File: config.mk
export PLATFORM = sky130hd
export DESIGN_NAME = linear_interp_flat
export DESIGN_NICKNAME = d
export VERILOG_FILES = /design/src/rtl/linear_interp_if.sv /design/src/rtl/linear_interp.sv /design/src/flat_wrapper.sv
export SDC_FILE = /design/constraint.sdc
export NUM_CORES = 1
export LEC_CHECK = 0
export BUFFER_PORTS_ARGS = -buffer_cell sky130_fd_sc_hd__buf_2
export CORE_ASPECT_RATIO = 1.1
export CORE_UTILIZATION = 39
export CTS_CLUSTER_SIZE = 30
export DETAILED_ROUTE_END_ITERATION = 8
export GPL_ROUTABILITY_DRIVEN = 0
export PLACE_DENSITY = 0.66
export REMOVE_ABC_BUFFERS = 1
export SLEW_MARGIN = 20
export SYNTH_ARGS = -nofsm -noshare
export SYNTH_HDL_FRONTEND = slang
export SYNTH_SLANG_ARGS = --single-unit
File: constraint.sdc
create_clock -name clock -period 10.7 [get_ports clock]
set_clock_uncertainty 0.2 [all_clocks]
set_input_delay 2.14 -clock clock [delete_from_list [all_inputs] [get_ports clock]]
set_output_delay 2.14 -clock clock [all_outputs]
set_load 0.005 [all_outputs]
File: src/rtl/linear_interp_if.sv
// Sample-stream bundle between the TX sample FIFO side and the interpolator.
// The master drives rate/tick/data; the slave returns the fetch request and the high-rate output.
interface linear_interp_if #(
  parameter int unsigned data_width = 12,
  parameter int unsigned rate_width = 4
);
  logic                         enable;
  logic [rate_width-1:0]        log2rate;
  logic                         strobe_in;
  logic signed [data_width-1:0] data_in;
  logic                         sample_req;
  logic                         strobe_out;
  logic signed [data_width-1:0] data_out;

  modport master (
    output enable, log2rate, strobe_in, data_in,
    input  sample_req, strobe_out, data_out
  );

  modport slave (
    input  enable, log2rate, strobe_in, data_in,
    output sample_req, strobe_out, data_out
  );
endinterface

File: src/rtl/linear_interp.sv
// Power-of-two linear interpolator: fetches one sample every 2^log2rate output ticks
// and emits a floor-rounded linear ramp from the previous sample to the current one.
module linear_interp #(
  parameter int unsigned data_width = 12,
  parameter int unsigned rate_width = 4,
  parameter int unsigned max_log2   = 8
) (
  input  logic          clock,
  input  logic          reset,
  linear_interp_if.slave bus
);
  localparam int unsigned acc_width = data_width + max_log2 + 1;
  localparam int unsigned dlt_width = data_width + 1;
  localparam int unsigned cnt_width = (max_log2 > 0) ? max_log2 : 1;

  logic [rate_width-1:0]         log2rate;
  logic [cnt_width-1:0]          count_q, count_d;
  logic signed [data_width-1:0]  prev_q, prev_d;
  logic signed [data_width-1:0]  curr_q, curr_d;
  logic signed [data_width-1:0]  data_out_q, data_out_d;
  logic signed [acc_width-1:0]   acc_q, acc_d;
  logic                          strobe_out_q, strobe_out_d;
  logic signed [dlt_width-1:0]   delta;
  logic signed [acc_width-1:0]   acc_step;
  logic signed [acc_width-1:0]   curr_ext;
  logic                          fetch_c;

  assign log2rate = bus.log2rate;
  assign delta    = dlt_width'(curr_q) - dlt_width'(prev_q);
  assign acc_step = acc_q + acc_width'(delta);
  assign curr_ext = acc_width'(curr_q);

  // Fetch happens on the first tick of each input period; no other qualifier.
  assign fetch_c        = bus.enable & ~reset & bus.strobe_in & (count_q == '0);
  assign bus.sample_req = fetch_c;
  assign bus.strobe_out = strobe_out_q;
  assign bus.data_out   = data_out_q;

  always_comb begin
    count_d      = count_q;
    prev_d       = prev_q;
    curr_d       = curr_q;
    acc_d        = acc_q;
    data_out_d   = data_out_q;
    strobe_out_d = 1'b0;
    if (!bus.enable) begin
      // Flush to the idle state; data_out deliberately keeps its last value.
      count_d = '0;
      prev_d  = '0;
      curr_d  = '0;
      acc_d   = '0;
    end else if (bus.strobe_in) begin
      strobe_out_d = 1'b1;
      if (count_q == '0) begin
        prev_d     = curr_q;
        curr_d     = bus.data_in;
        acc_d      = curr_ext <<< log2rate;
        data_out_d = curr_q;
        count_d    = ~({cnt_width{1'b1}} << log2rate);
      end else begin
        acc_d      = acc_step;
        data_out_d = data_width'(acc_step >>> log2rate);
        count_d    = count_q - cnt_width'(1);
      end
    end
  end

  always_ff @(posedge clock) begin
    if (reset) begin
      count_q      <= '0;
      prev_q       <= '0;
      curr_q       <= '0;
      acc_q        <= '0;
      data_out_q   <= '0;
      strobe_out_q <= 1'b0;
    end else begin
      count_q      <= count_d;
      prev_q       <= prev_d;
      curr_q       <= curr_d;
      acc_q        <= acc_d;
      data_out_q   <= data_out_d;
      strobe_out_q <= strobe_out_d;
    end
  end
endmodule
File: src/flat_wrapper.sv
// flat-port wrapper written by rule: the top's interface ports become plain ports
module linear_interp_flat 
#(
  parameter int unsigned data_width = 12,
  parameter int unsigned rate_width = 4,
  parameter int unsigned max_log2   = 8
)
  (clock, reset, bus_enable, bus_log2rate, bus_strobe_in, bus_data_in, bus_sample_req, bus_strobe_out, bus_data_out);
  linear_interp_if #(.data_width(data_width), .rate_width(rate_width)) bus_i ();
  input  logic clock;
  input  logic reset;
  input wire logic [$bits(bus_i.enable)-1:0] bus_enable;
  input wire logic [$bits(bus_i.log2rate)-1:0] bus_log2rate;
  input wire logic [$bits(bus_i.strobe_in)-1:0] bus_strobe_in;
  input wire logic [$bits(bus_i.data_in)-1:0] bus_data_in;
  output wire logic [$bits(bus_i.sample_req)-1:0] bus_sample_req;
  output wire logic [$bits(bus_i.strobe_out)-1:0] bus_strobe_out;
  output wire logic [$bits(bus_i.data_out)-1:0] bus_data_out;
  assign bus_i.enable = bus_enable;
  assign bus_i.log2rate = bus_log2rate;
  assign bus_i.strobe_in = bus_strobe_in;
  assign bus_i.data_in = bus_data_in;
  assign bus_sample_req = bus_i.sample_req;
  assign bus_strobe_out = bus_i.strobe_out;
  assign bus_data_out = bus_i.data_out;
  linear_interp #(.data_width(data_width), .rate_width(rate_width), .max_log2(max_log2)) u_core (.clock(clock), .reset(reset), .bus(bus_i));
endmodule
=== Word level (Yosys, flattened, before mapping) ===
Index checks and enable logic that the tools add are counted.
W data, S select, Z words.

* Flip-flop bits (word level): 66
* Input bits: 20
* Output and inout bits: 14
* Word-level logic and storage cells: 26

* $add $sub $neg: 3
* Shift-type cells: 3
* Mux-type cells: 4
* Bitwise operators: 6
* Reductions and logical operators: 4

{| class="wikitable"
|+ Operator list
! operator !! number
|-
| $add A21 B13 Y21 || 1
|-
| $mux W21 || 1
|-
| $sshl A12 B4 Y21 || 1
|-
| $sshr A21 B4 Y12 || 1
|-
| $sub A12 B12 Y13 || 1
|-
| $mux W12 || 1
|-
| $logic_not A8 Y1 || 1
|-
| $mux W8 || 1
|-
| $not A8 Y8 || 1
|-
| $shl A8 B4 Y8 const A || 1
|-
| $sub A8 B1 Y8 const B || 1
|-
| $reduce_and A2 Y1 || 2
|-
| $and A1 B1 Y1 || 3
|-
| $not A1 Y1 || 2
|-
| $reduce_or A2 Y1 || 1
|-
| $mux W1 || 1
|}

=== Longest topological paths before layout ===
Gate-level depths: netlist of run 1.

* Depth in word-level cells: 4
* Gate-level depth with buffers: 16
* Mapped depth without buffers: 14

=== Least setup slack after synthesis of run 1 ===
Ideal clock, no wire load.

* Path type: input -> output
* From: input reset
* To: output bus_sample_req
* Data arrival time: 3.102 ns
* Required time: 8.360 ns
* Slack: 5.258 ns
* Stages on the path: 5
* Path buffers: 3
* Cell sequence: clkbuf_1 nand2b_1 buf_1 clkbuf_1 nor2_1

* Word-level cells in the longest chain between the ends: 4

{| class="wikitable"
|+ Ends and longest elaborated chain
! item !! RTL line !! RTL
|-
| from (decl) || flat_wrapper.sv:11 || <nowiki>input logic reset;</nowiki>
|-
| $not A1 Y1 || linear_interp.sv:34 || <nowiki>assign fetch_c = bus.enable & ~reset & bus.strobe_in & (count_q == '0);</nowiki>
|-
| $and A1 B1 Y1 (3 in series) || linear_interp.sv:34 ||
|-
| to (decl) || flat_wrapper.sv:16 || <nowiki>output wire logic [$bits(bus_i.sample_req)-1:0] bus_sample_req;</nowiki>
|}

No other way between the ends.

=== Worst setup path in the final report of run 1 ===
* From: input bus_strobe_in
* To: output bus_sample_req

* Word-level cells in the longest chain between the ends: 2

{| class="wikitable"
|+ Ends and longest elaborated chain
! item !! RTL line !! RTL
|-
| from (decl) || flat_wrapper.sv:14 || <nowiki>input wire logic [$bits(bus_i.strobe_in)-1:0] bus_strobe_in;</nowiki>
|-
| $and A1 B1 Y1 (2 in series) || linear_interp.sv:34 ||
|}

No other way between the ends.

==> out/results.txt, run 1 <==
Drc violations - 0
Total GRT Usage - 21.5%
Vias in the first global route - 5393
FF+latch count, synth - 66
CTS root buffer - clkbuf_16
Area of the multi-input gates - 4330 um^2
Data arrival, critical path - 3.72 ns
Peak supply drop - 92.9 uV
Cts hold-fix bufs - 0
I/O pins - 34
Post-synth EDFFs - 0
H-tree levels - 3
DRT iter0 DRCs - 594
Fillers - 1624
Port buffer count - 33
Warnings from Yosys - 0
CP Capture Type - output pin
WL final - 17.2 mm
Period utilization - 56.6%
Die height - 134 um
Post-cts resize count - 0
Max Cap Viol - 0
Tmin final - 6.06 ns
Clock sinks - 66
Critical-path maximum fanout - 54
Die area - 16400 um^2
Largest net degree at the start of global routing - 55
CTS tree - built
Post-synthesis cell count - 831
Clock latency on the worst-skew pair - 0.35 ns
Via count - 5900
CP Cell Sequence - buf_2 > buf_4 > nand2_1 > nor2_1 > buf_2
Top cell type by total area after synthesis - dfxtp_1
Post-CTS setup buffers - 0
Post-synth top cells - 102 x nand2_1, 83 x a21oi_1, 82 x inv_1
Synth area leaders - dfxtp_1 21%, a21oi_1 6.7%, fa_1 6.4%
Power per cell area - 193 nW/um^2
Synth Cell Area - 6210 um^2
Final setup fails - 0
Final core utilization - 43.1%
FFs w/ async S/R, synth - 0%
DR vias/cell - 5.75
Post-synthesis sequential area ratio - 21.3%
Lkg Pwr - 2.65 nW
Ant. Diodes - 0
Status - finished clean
Die width - 122 um
Post-DP HPWL - 12.6 mm
Core Region - 15600 um^2
Unrepaired setup endpoints after global routing - no
Crit-path most repeated cell - buf_2
Crit path largest cell delay - 0.65 ns
Worst Setup Start Kind - input pin
Worst path slowest cell - nand2_1
Final Hold Viols - 0
Worst Max-Slew Pin Slew - 0.840 ns
Register area - 1320 um^2
Number of nets in the layout - 883
CTS max path bufs - 2
Library cells used by synthesis - 72
Slew margin rel. - 44.0%
Most common cell in the synthesized netlist - nand2_1
Initial core utilization - 39.8%
Setup TNS - 0 ns
Fmax - 165 MHz
Clock transition at path regs - 0.05 ns
First-pass GRT wire length - 27.6 mm
ANT nets after route - 0
Grt ovf - 0
Top-area cell type share of the netlist area - 21.3%
Main synth FF type - dfxtp_1
First drt pass iteration count - 6
Worst Path Class, Setup - input pin to output pin
Worst Hold Slack - 0.273 ns
CTS Buf Count - 9
Critical Path RT - 8.36 ns
Initial antenna violation count - 0
Number of core rows - 48
Layout cell share with drive strength beyond 1 - 12.0%
Area grow syn2layout - 8.28%
Max Transition Viols Final - 0
Wire per inst - 16.7 um
Hold/Removal Path Class - flop to flop
Syn Area/Cell - 7.47 um^2
Register-to-register setup slack - 5.79 ns
Total chip power - 1.30 mW
cell families (layout without fill, tap and decap cells):
kind of cell | count (synthesis) | after routing | share of synthesized area (%)
buf+inv | 142 | 137 | 9.07
fa+ha+maj | 42 | 42 | 10.9
xor+xnor | 16 | 16 | 2.38
flops | 66 | 66 | 21.3
simple gates | 278 | 278 | 20.3
mux | 58 | 58 | 12.1
compound gates | 229 | 229 | 24.0
cell usage in the layout, fill, tap and decap left out, types with 6 or more instances in the layout:
cell | synthesis | routed
nand2b_1 | 15 | 14
xor2_1 | 6 | 6
nand3_1 | 16 | 16
nor3_1 | 28 | 28
o22ai_1 | 8 | 8
o211ai_1 | 12 | 12
a21oi_1 | 83 | 83
mux4_2 | 12 | 12
a31oi_1 | 7 | 7
xnor2_1 | 9 | 9
o21ai_0 | 34 | 34
nand4_1 | 6 | 6
ha_1 | 22 | 22
clkbuf_16 | 0 | 9
nor2_1 | 74 | 73
fa_1 | 20 | 20
a311oi_1 | 6 | 6
mux2i_1 | 31 | 31
a211oi_1 | 24 | 24
inv_1 | 82 | 82
dfxtp_1 | 66 | 66
buf_4 | 1 | 6
mux2_2 | 14 | 14
buf_2 | 3 | 33
nand2_1 | 102 | 102
and2_1 | 6 | 6
report_power, final:
part	internal (mW)	leakage, nW	total, mW	switching (mW)
Combinational	0.285	1.97	0.723	0.438
Clock	0.182	0.138	0.301	0.119
Sequential	0.262	0.537	0.275	0.0129
Total	0.729	2.65	1.30	0.570
routing by layer:
| layer | wire length, um | vias up | part of all wire, % | track usage (%) |
|---|---|---|---|---|
| met3 | 816 | 50 | 4.8 | 3.23 |
| met2 | 7990 | 202 | 47 | 35.2 |
| met5 | 0 | - | 0 | 0 |
| met4 | 778 | 0 | 4.5 | 10.4 |
| met1 | 7570 | 2734 | 44 | 27.5 |
| li1 | - | 2914 | - | - |
layout make-up:
type | count | area share, %
Multi-Input combinational cell | 623 | 64.4
Sequential cell | 66 | 19.7
Inverter | 82 | 4.58
Tap cell | 200 | 3.72
Clock buffer | 9 | 3.35
Timing Repair Buffer | 39 | 3.13
Clock inverter | 7 | 1.17
critical path: cells and delay by family:
kind          cells  cell delay (ns)
buf+inv           3             0.67
simple gates      2             0.88
worst paths after layout:
kind / startpoint / to / cells past startpoint
hold / removal: u_core.acc_q[2] / u_core.acc_q[2] / 2
setup / recovery: bus_strobe_in / bus_sample_req / 5
setup reg to reg: u_core.curr_q[11] / u_core.bus.data_out[7] / 13
hold reg to reg: u_core.acc_q[2] / u_core.acc_q[2] / 2
per-stage QoR:
step / std cells / setup slack, ns / area [um^2]
2_1_floorplan: 771 / 4.88 / 5950
3_3_place_gp: 1010 / 4.64 / 6420
3_5_place_dp: 1010 / 4.63 / 6420
4_1_cts: 1026 / 4.62 / 6720
5_1_grt: 1026 / 4.42 / 6720
6_report: 1026 / 4.64 / 6720
state kept, by name, summed over array words and instances, names as in the netlist:
signal	count
u_core.acc_q	21
u_core.bus.data_out	12
u_core.count_q	8
u_core.prev_q	12
u_core.curr_q	12
u_core.bus.strobe_out	1
(Power assumes the default switching activity.)
==> run 2: changes to the inputs <==
==> constraint.sdc (replaced) <==
create_clock -name clock -period 6 [get_ports clock]
set_clock_uncertainty 0.2 [all_clocks]
set_input_delay 1.2 -clock clock [delete_from_list [all_inputs] [get_ports clock]]
set_output_delay 1.2 -clock clock [all_outputs]
set_load 0.005 [all_outputs]
==> out/results.txt, run 2 (synthesis results as in run 1) <==
Unrepaired setup endpoints after global routing - no
Layout cell share with drive strength beyond 1 - 12.1% (+0.11 points)
Power per cell area - 354 nW/um^2 (+83%)
Die area - 16400 um^2 (unchanged)
Number of core rows - 48 (unchanged)
Hold/Removal Path Class - flop to flop
Period utilization - 76.0%
Die width - 122 um (unchanged)
Status - finished clean
ANT nets after route - 0 (unchanged)
CTS max path bufs - 2 (unchanged)
DR vias/cell - 5.82 (+1.2%)
Cts hold-fix bufs - 0 (unchanged)
Grt ovf - 0 (unchanged)
Tmin final - 4.56 ns
Final Hold Viols - 0 (unchanged)
Clock latency on the worst-skew pair - 0.34 ns (about the same)
Post-cts resize count - 0 (unchanged)
Post-CTS setup buffers - 0 (unchanged)
R2R cell count - 13 (unchanged)
Total chip power - 2.40 mW (+85%)
Biggest register - u_core.acc_q
Largest net degree at the start of global routing - 55 (unchanged)
Dpl ws - 1.47 ns (-3.15 ns)
Lkg Pwr - 2.68 nW (+1.2%)
CP Cell Sequence - inv_1 > fa_1 > inv_1 > ha_1 > a21oi_2 > o21ai_2 > mux2_2 > a31o_1 > a311oi_2 > mux4_2 > inv_1 > mux4_2 > o41ai_2
Fin cells - 1027 (+0.097%)
Ant. Diodes - 0 (unchanged)
CP Capture Type - flop
Via count - 5978 (+1.3%)
Number of nets in the layout - 884 (+0.11%)
CTS tree - built
Vias in the first global route - 5547 (+2.9%)
Wire per inst - 17.4 um (+4.4%)
Buffer and inverter count on the worst path - 3 (unchanged)
Commonest non-fill, non-tap cell in the layout - nand2_1
CP top delay family - multiplexers
Critical-path maximum fanout - 10 (-81%)
Clock sinks - 66 (unchanged)
CTS Buf Count - 9 (unchanged)
Worst Max-Slew Pin Slew - 0.814 ns (-0.0261 ns)
Worst Hold Depth - 2 (unchanged)
Crit-path most repeated cell - inv_1
H-tree levels - 3 (unchanged)
Crit path largest cell delay - 0.62 ns (-0.03 ns)
Critical Path RT - 6.05 ns (-2.31 ns)
Fillers - 1619 (-0.31%)
Worst Path Class, Setup - flop to flop
Core Region - 15600 um^2 (unchanged)
Final core utilization - 43.4% (+0.36 points)
Port buffer count - 33 (unchanged)
Levels on crit path - 13 (+8)
First drt pass iteration count - 5 (-1)
Initial core utilization - 39.8% (unchanged)
Post-DP HPWL - 13.1 mm (+3.9%)
Die height - 134 um (unchanged)
Worst setup margin - 1.44 ns (-3.20 ns)
CTS root buffer - clkbuf_16
I/O pins - 34 (unchanged)
Max Transition Viols Final - 0 (unchanged)
Drc violations - 0 (unchanged)
Clock transition at path regs - 0.06 ns (about the same)
Max reg flops - 21 (unchanged)
Worst Setup Start Kind - flop
First-pass GRT wire length - 28.9 mm (+4.7%)
DRT iter0 DRCs - 530 (-11%)
Worst path slowest cell - fa_1
Max Cap Viol - 0 (unchanged)
Slew margin rel. - 45.7% (+1.7 points)
Data arrival, critical path - 4.60 ns (+0.88 ns)
Initial antenna violation count - 0 (unchanged)
Cell count after placement - 1011 (+0.099%)
Total GRT Usage - 22.7% (+1.2 points)
Setup TNS - 0 ns (unchanged)
Most frequent cells in the layout - 102 x nand2_1, 83 x a21oi_1, 82 x inv_1
WL final - 17.9 mm (+4.5%)
Area grow syn2layout - 9.19%
Peak supply drop - 172 uV (+85%)
Fmax - 219 MHz
Register-to-register setup slack - 1.44 ns (-4.35 ns)
Final setup fails - 0 (unchanged)
[run 2: metrics by stage]
| step | hold WS [ns] | area [um^2] |
|---|---|---|
| global placement | 0.250 | 6430 |
| detailed placement | 0.253 | 6430 |
| CTS | 0.260 | 6780 |
| global route | 0.281 | 6780 |
| floorplan | 0.240 | 5950 |
| finish | 0.256 | 6780 |
[run 2: final timing paths]
path / from / endpoint
hold / removal: u_core.prev_q[0] / u_core.prev_q[0]
setup reg to reg: u_core.curr_q[11] / u_core.bus.data_out[7]
hold reg to reg: u_core.prev_q[0] / u_core.prev_q[0]
setup / recovery: u_core.curr_q[11] / u_core.bus.data_out[7]
[run 2: where the power goes]
part	internal, mW	switching, mW
Combinational	0.509	0.772
Sequential	0.468	0.0224
Clock	0.418	0.211
Total	1.39	1.01
[run 2: area by class of cell]
cell class / instances / area [um^2] / share of cell area, %
Timing Repair Buffer: 40 / 218 / 3.21
Clock buffer: 10 / 239 / 3.53
Sequential cell: 66 / 1320 / 19.5
Multi-Input combinational cell: 623 / 4330 / 63.9
Inverter: 82 / 308 / 4.54
Clock inverter: 6 / 114 / 1.68
Tap cell: 200 / 250 / 3.69
[run 2: worst register-to-register path, delay by kind of cell (launching register included)]
family | cells | cell delay, ns
adder cells (fa/ha/maj) | 2 | 1.04
multiplexers | 3 | 1.14
AO/OA/AOI/OAI | 5 | 1.11
buffers and inverters | 3 | 0.46
flip-flops | 1 | 0.52
[run 2: routing by layer]
metal / routed length [um] / up-vias / track usage [%]
li1: - / 2908 / -
met2: 8370 / 227 / 35.9
met4: 872 / 0 / 11.7
met5: 0 / - / 0
met1: 7630 / 2792 / 29.4
met3: 1050 / 51 / 3.87
